File: config.mk
export PLATFORM = sky130hd
export DESIGN_NAME = bcd_counter_flat
export DESIGN_NICKNAME = d
export VERILOG_FILES = /design/src/rtl/bcd_counter_if.sv /design/src/rtl/bcd_counter.sv /design/src/flat_wrapper.sv
export SDC_FILE = /design/constraint.sdc
export NUM_CORES = 1
export LEC_CHECK = 0
export ABC_CLOCK_PERIOD_IN_PS = 2300
export BUFFER_PORTS_ARGS = -buffer_cell sky130_fd_sc_hd__buf_2
export CAP_MARGIN = 30
export CORE_MARGIN = 5
export CORE_UTILIZATION = 54
export CTS_CLUSTER_SIZE = 24
export DETAILED_ROUTE_END_ITERATION = 12
export GPL_TIMING_DRIVEN = 0
export PLACE_DENSITY = 0.82
export SLEW_MARGIN = 40
export SYNTH_ARGS = -nofsm -noshare
export SYNTH_HDL_FRONTEND = slang
export SYNTH_SLANG_ARGS = --single-unit
export TNS_END_PERCENT = 20
File: constraint.sdc
create_clock -name clk -period 2.3 [get_ports clk]
set_clock_uncertainty 0.15 [all_clocks]
set_input_delay 0.46 -clock clk [delete_from_list [all_inputs] [get_ports clk]]
set_output_delay 0.46 -clock clk [all_outputs]
set_load 0.02 [all_outputs]
File: src/rtl/bcd_counter_if.sv
// Control, load and status signals of the BCD counter, grouped for the
// driving stage (master) and the counter itself (slave).
interface bcd_counter_if #(
  parameter int unsigned DIGITS = 2
);
  logic                  en;
  logic                  up;
  logic                  load;
  logic [4*DIGITS-1:0]   load_val;
  logic [4*DIGITS-1:0]   count;
  logic                  tc;
  logic                  load_err;

  modport master (
    output en, up, load, load_val,
    input  count, tc, load_err
  );

  modport slave (
    input  en, up, load, load_val,
    output count, tc, load_err
  );
endinterface

File: src/rtl/bcd_counter.sv
// Multi-digit synchronous BCD up/down counter with sanitizing parallel load,
// ripple digit enable and combinational terminal-count cascade output.
module bcd_counter #(
  parameter int unsigned DIGITS = 2
) (
  input  logic          clk,
  input  logic          rst_n,
  bcd_counter_if.slave  bus
);

  logic [4*DIGITS-1:0] r_count;
  logic                r_load_err;

  logic [4*DIGITS-1:0] w_next;
  logic [4*DIGITS-1:0] w_load_clean;
  logic                w_load_bad;
  logic                w_all_nine;
  logic                w_all_zero;
  logic                w_ripple;

  // Each digit steps only while every lower digit sits at its wrap value.
  always_comb begin
    w_next     = r_count;
    w_ripple   = 1'b1;
    w_all_nine = 1'b1;
    w_all_zero = 1'b1;
    for (int unsigned k = 0; k < DIGITS; k++) begin
      if (w_ripple) begin
        if (bus.up)
          w_next[4*k +: 4] = (r_count[4*k +: 4] == 4'd9) ? 4'd0 : r_count[4*k +: 4] + 4'd1;
        else
          w_next[4*k +: 4] = (r_count[4*k +: 4] == 4'd0) ? 4'd9 : r_count[4*k +: 4] - 4'd1;
      end
      w_all_nine = w_all_nine & (r_count[4*k +: 4] == 4'd9);
      w_all_zero = w_all_zero & (r_count[4*k +: 4] == 4'd0);
      w_ripple   = bus.up ? w_all_nine : w_all_zero;
    end
  end

  always_comb begin
    w_load_clean = '0;
    w_load_bad   = 1'b0;
    for (int unsigned k = 0; k < DIGITS; k++) begin
      if (bus.load_val[4*k +: 4] > 4'd9)
        w_load_bad = 1'b1;
      else
        w_load_clean[4*k +: 4] = bus.load_val[4*k +: 4];
    end
  end

  always_ff @(posedge clk) begin
    if (!rst_n) begin
      r_count    <= '0;
      r_load_err <= 1'b0;
    end else if (bus.load) begin
      r_count    <= w_load_clean;
      r_load_err <= w_load_bad;
    end else if (bus.en) begin
      r_count    <= w_next;
    end
  end

  assign bus.count    = r_count;
  assign bus.load_err = r_load_err;
  assign bus.tc       = bus.en & ~bus.load & (bus.up ? w_all_nine : w_all_zero);

endmodule

File: src/flat_wrapper.sv
// flat-port wrapper written by rule: the top's interface ports become plain ports
module bcd_counter_flat 
#(
  parameter int unsigned DIGITS = 2
)
  (clk, rst_n, bus_en, bus_up, bus_load, bus_load_val, bus_count, bus_tc, bus_load_err);
  bcd_counter_if #(.DIGITS(DIGITS)) bus_i ();
  input  logic clk;
  input  logic rst_n;
  input wire logic [$bits(bus_i.en)-1:0] bus_en;
  input wire logic [$bits(bus_i.up)-1:0] bus_up;
  input wire logic [$bits(bus_i.load)-1:0] bus_load;
  input wire logic [$bits(bus_i.load_val)-1:0] bus_load_val;
  output wire logic [$bits(bus_i.count)-1:0] bus_count;
  output wire logic [$bits(bus_i.tc)-1:0] bus_tc;
  output wire logic [$bits(bus_i.load_err)-1:0] bus_load_err;
  assign bus_i.en = bus_en;
  assign bus_i.up = bus_up;
  assign bus_i.load = bus_load;
  assign bus_i.load_val = bus_load_val;
  assign bus_count = bus_i.count;
  assign bus_tc = bus_i.tc;
  assign bus_load_err = bus_i.load_err;
  bcd_counter #(.DIGITS(DIGITS)) u_core (.clk(clk), .rst_n(rst_n), .bus(bus_i));
endmodule
* After elaboration in Yosys (flattened, before gate mapping)
Index checks and enable logic that the tools add are counted.
Widths: inputs -> output; s select.
** Cells by class
- Multiplexer cells :: 15
- Equality and inequality tests :: 2
- Order comparisons :: 2
- Add/subtract/negate cells :: 4
- Bitwise operators :: 5
- Reduce and logical (&&, ||, !) cells :: 5
** Operator list (number)
- $mux 4 :: 9
- $mux 8 :: 2
- $add 4x1->4 const B :: 2
- $eq 4x4->1 const B :: 2
- $gt 4x4->1 const B :: 2
- $logic_not 4->1 :: 2
- $sub 4x1->4 const B :: 2
- $and 1x1->1 :: 4
- $mux 1 :: 4
- $reduce_bool 2->1 :: 2
- $reduce_and 2->1 :: 1
- $not 1->1 :: 1
** Word-level totals
- Register bits after elaboration :: 9
- Input bits :: 13
- Output and inout port bits :: 10
- Word-level logic and storage cells :: 36

* Depth between registers and ports, before layout
- Word-level depth :: 6
- Depth in mapped cells :: 6
- Depth with buffers taken out :: 4

* Worst setup path before layout
No wires, ideal clock.
- Path type :: input to output
- Start :: input port bus_up
- End :: output port bus_tc
- Data required time :: 1.690 ns
- Path buffers :: 2
- Arrival :: 1.657 ns
- Stages :: 5
- Path slack :: 0.033 ns
- Cell sequence :: buf_6 buf_6 and4_1 a22oi_1 nor4_1
** Between the ends
- Longest elaborated chain between the ends :: 2
** Ends and longest elaborated chain
- start: declaration :: line flat_wrapper.sv:11 : input wire logic [$bits(bus_i.up)-1:0] bus_up;
- $mux 1 :: line bcd_counter.sv:65 : assign bus.tc = bus.en & ~bus.load & (bus.up ? w_all_nine : w_all_zero);
- $and 1x1->1 :: line bcd_counter.sv:65
- end: declaration :: line flat_wrapper.sv:15 : output wire logic [$bits(bus_i.tc)-1:0] bus_tc;
No other way between the ends.

* Final worst setup path
- Start :: register u_core.r_count[4] (netlist: u_core.bus.count[4])
- End :: output port bus_tc
** Between the ends
- Longest elaborated chain between the ends :: 4
- Elaborated cells between the ends (all ways) :: 6
- Those cells by class :: 1 x eq/ne; 1 x mux; 3 x bitwise; 1 x reduce/logical
** Ends and longest elaborated chain
- start: declaration :: line bcd_counter.sv:11 : logic [4*DIGITS-1:0] r_count;
- start signal: assignment :: line bcd_counter.sv:56 : r_count <= w_load_clean;
- start signal: assignment :: line bcd_counter.sv:59 : r_count <= w_next;
- $eq 4x4->1 or $logic_not 4->1 (tied branches) :: line bcd_counter.sv:34, bcd_counter.sv:35
- $and 1x1->1 (on tied branches) :: line bcd_counter.sv:34, bcd_counter.sv:35
- $mux 1 * :: line bcd_counter.sv:65
- $and 1x1->1 * :: line bcd_counter.sv:65
Mark *: on every way between the ends. The rest lies on a longest branch, timed or not.

==> results.json <==
{
  "p_clk_share_pct": 26.6,
  "synth_fp_nets": 113,
  "dp_slack_ns": 0.236,
  "max_freq_mhz": 472,
  "dp_cells": 137,
  "crit_top_cell": "buf_2",
  "setup_slack_ns": 0.179,
  "rsz0062_at_grt": "false",
  "status": "finished, final reports clean",
  "cp-start-kind": "flop",
  "setup_viol": 0,
  "drc_errors": 0,
  "required_ns": 1.69,
  "power.density_nw_per_um2": 480,
  "multi_input_area_sq_um": 536,
  "holdWs_ns": 0.303,
  "synth-edff-count": 0,
  "hold_end": "u_core.bus.count[0]",
  "tritoncts": "built",
  "cts_num_sinks": 9,
  "stdcell_count": 141,
  "grt_pass1_wl_mm": 3.39,
  "path_class": "reg -> out",
  "p_int_uw": 302,
  "dr.pass1.iters": 4,
  "dp_hpwl_mm": 1.48,
  "crit_chain": "buf_2, nor3_1, a22oi_1, nor4_1, buf_2",
  "swShare_pct": 34.4,
  "clock_path_buffers": 2,
  "n_fill_cell": 131,
  "timing.final.crit_period_ns": 2.12,
  "fin_area_sq_um": 958,
  "pwr-share-seq_pct": 38.5,
  "portBuffers": 21,
  "clockRootBuffer": "clkbuf_4",
  "cpPeakStageDelay_ns": 0.36,
  "slew_headroom_pct": 76.1,
  "synthDistinctLibCells": 43,
  "post_cts_resized": 0,
  "grt_overflow": 0,
  "final_core_util_pct": 65.9,
  "r2r-start": "u_core.bus.count[4]",
  "worstPathMaxFanout": 10,
  "syn_area_per_cell_sq_um": 8.07,
  "row_count": 14,
  "io_pins": 23,
  "final.period_utilization_pct": 92.2,
  "synth_flop_cell": "dfxtp_1",
  "ys_ff_latch": 9,
  "ir_worst_vdd_uv": 360,
  "antenna_left": 0,
  "hold_depth": 3,
  "fin_total_pwr_uw": 460,
  "p_leak_nw": 0.391,
  "endpoint_kind": "primary output",
  "worst_pin_slew_ns": 0.350,
  "register_area_sq_um": 180,
  "cp.arrival_ns": 1.51,
  "start_util_pct": 55.5,
  "maxSlewViolCount": 0,
  "gp_congestion": 0.844,
  "cts_hold_buf": 0,
  "die_area_sq_um": 2370,
  "synth_async_sr_flop_share_pct": 0,
  "power_frac_comb_pct": 34.9,
  "synth_seq_area_share_pct": 22.3,
  "path_buf_inv": 2,
  "hold_viol": 0,
  "drt_iter0_drc": 26,
  "nets": 139,
  "worstSetupStartpoint": "u_core.bus.count[4]",
  "cts_buffers": 3,
  "syn_inst": 100,
  "grt_pass1_vias": 766,
  "min-delay-start": "bus_load_val[0]",
  "yosysTopAreaCell": "dfxtp_1",
  "h-tree-depth": 1,
  "wl_per_cell_microns": 13.9,
  "clk_latency_ns": 0.26,
  "clkTransAtPathRegs_ns": 0.06,
  "antenna_found_initial": 0,
  "cap_violations": 0,
  "yosys-top-cells-area": "dfxtp_1, buf_6, a31oi_1",
  "worstHoldPathType": "in -> reg",
  "setup-tns-final_ns": 0,
  "cts_setup_buffers": 0,
  "dpl_cell_area_sq_um": 932,
  "crit_family": "buffers and inverters",
  "worstReg2RegEnd": "u_core.bus.count[5]",
  "avgViaCountPerCell": 6.11,
  "syn2layout_area_growth_pct": 18.8,
  "grt_max_degree": 11,
  "critPathSlowestCell": "dfxtp_1",
  "yosysWarnings": 0,
  "wirelength_mm": 1.96,
  "insertedDiodeCount": 0,
  "syn_area_sq_um": 807,
  "drive_above_1_share_pct": 31.2,
  "die_w_microns": 48.7,
  "fp.dieH_microns": 48.7,
  "p_switching_uw": 158,
  "grt.total_usage_pct": 17.4,
  "worst-r2r-cell-count": 4,
  "r2r_setup_slack_ns": 0.61,
  "routed-via-count": 862,
  "design.core.area_sq_um": 1450,
  "synth_top_area_share_pct": 22.3
}
-- worst max-delay path by stage --
stage               endpoint  slack (ns)  cells past startpoint
floorplan             bus_tc        0.03                      5
global placement      bus_tc        0.27                      6
detailed placement    bus_tc        0.24                      6
CTS                   bus_tc        0.17                      5
global route          bus_tc        0.05                      4
finish                bus_tc        0.18                      5
-- synth_stat cells, types with 3 or more instances --
master and n:
dfxtp_1 9, a31oi_1 6, nand2_1 6, nor2_1 6, buf_6 5, o211ai_1 4
o21ai_0 4, xnor2_1 4, a21oi_1 3, a221oi_1 3, inv_1 3, nand2b_1 3
nand3b_1 3, nor2b_1 3, nor3_1 3
-- cell usage in the layout (no fill, tap or decap), drive strengths merged --
cell,n
a2111oi,1
a211o,1
a21oi,3
a221o,1
a221oi,3
a22o,1
a22oi,1
a311oi,1
a31oi,6
and3,2
and4,2
buf,28
clkbuf,6
dfxtp,9
inv,4
nand2,6
nand2b,3
nand3,2
nand3b,3
nand4,1
nand4b,1
nor2,8
nor2b,3
nor3,4
nor4,3
o211a,1
o211ai,5
o21ai,6
o31ai,2
or2,1
or3,1
or4,1
xnor2,4
xor2,1
-- tightest hold or removal path: cells and delay by family --
kind,cells,cell delay [ns]
AO/OA/AOI/OAI,1,0.07
buffers and inverters,1,0.08
AND/OR/NAND/NOR,1,0.07
-- final cells by class --
class / count / area share (%)
inverters: 4 / 1.57
flip-flops and latches: 9 / 18.8
repair buffers: 21 / 11.0
clock buffers: 4 / 2.74
well taps: 16 / 2.09
multi-input cells: 78 / 55.9
plain buffers: 9 / 7.96
-- registers in the layout, indices dropped and copies added (netlist names) --
name / flops
u_core.bus.load_err: 1
u_core.bus.count: 8
-- cell families after synthesis --
group | after synthesis | synth area share, %
and+or+nand+nor | 41 | 31.5
DFF | 9 | 22.3
xor gates and xnor gates | 5 | 5.43
AOI/OAI and AO/OA | 32 | 29.5
buffers and inverters | 13 | 11.3
-- metal layers --
layer / up-vias / GRT usage [%] / part of all wire (%)
met2: 44 / 27.0 / 48
met4: 0 / 7.17 / 0.77
met5: - / 0 / 0
li1: 427 / - / -
met3: 2 / 4.29 / 8.6
met1: 389 / 22.7 / 42
-- power by group through the flow --
stage                     Sequential, mW  Clock (mW)  Combinational [mW]
after floorplan                    0.192           0               0.104
after global placement             0.180           0               0.156
after detailed placement           0.180           0               0.159
after CTS                          0.177       0.128               0.160
after global routing               0.179       0.137               0.177
final                              0.177       0.122               0.161
Power figures use the tool's default switching activity.
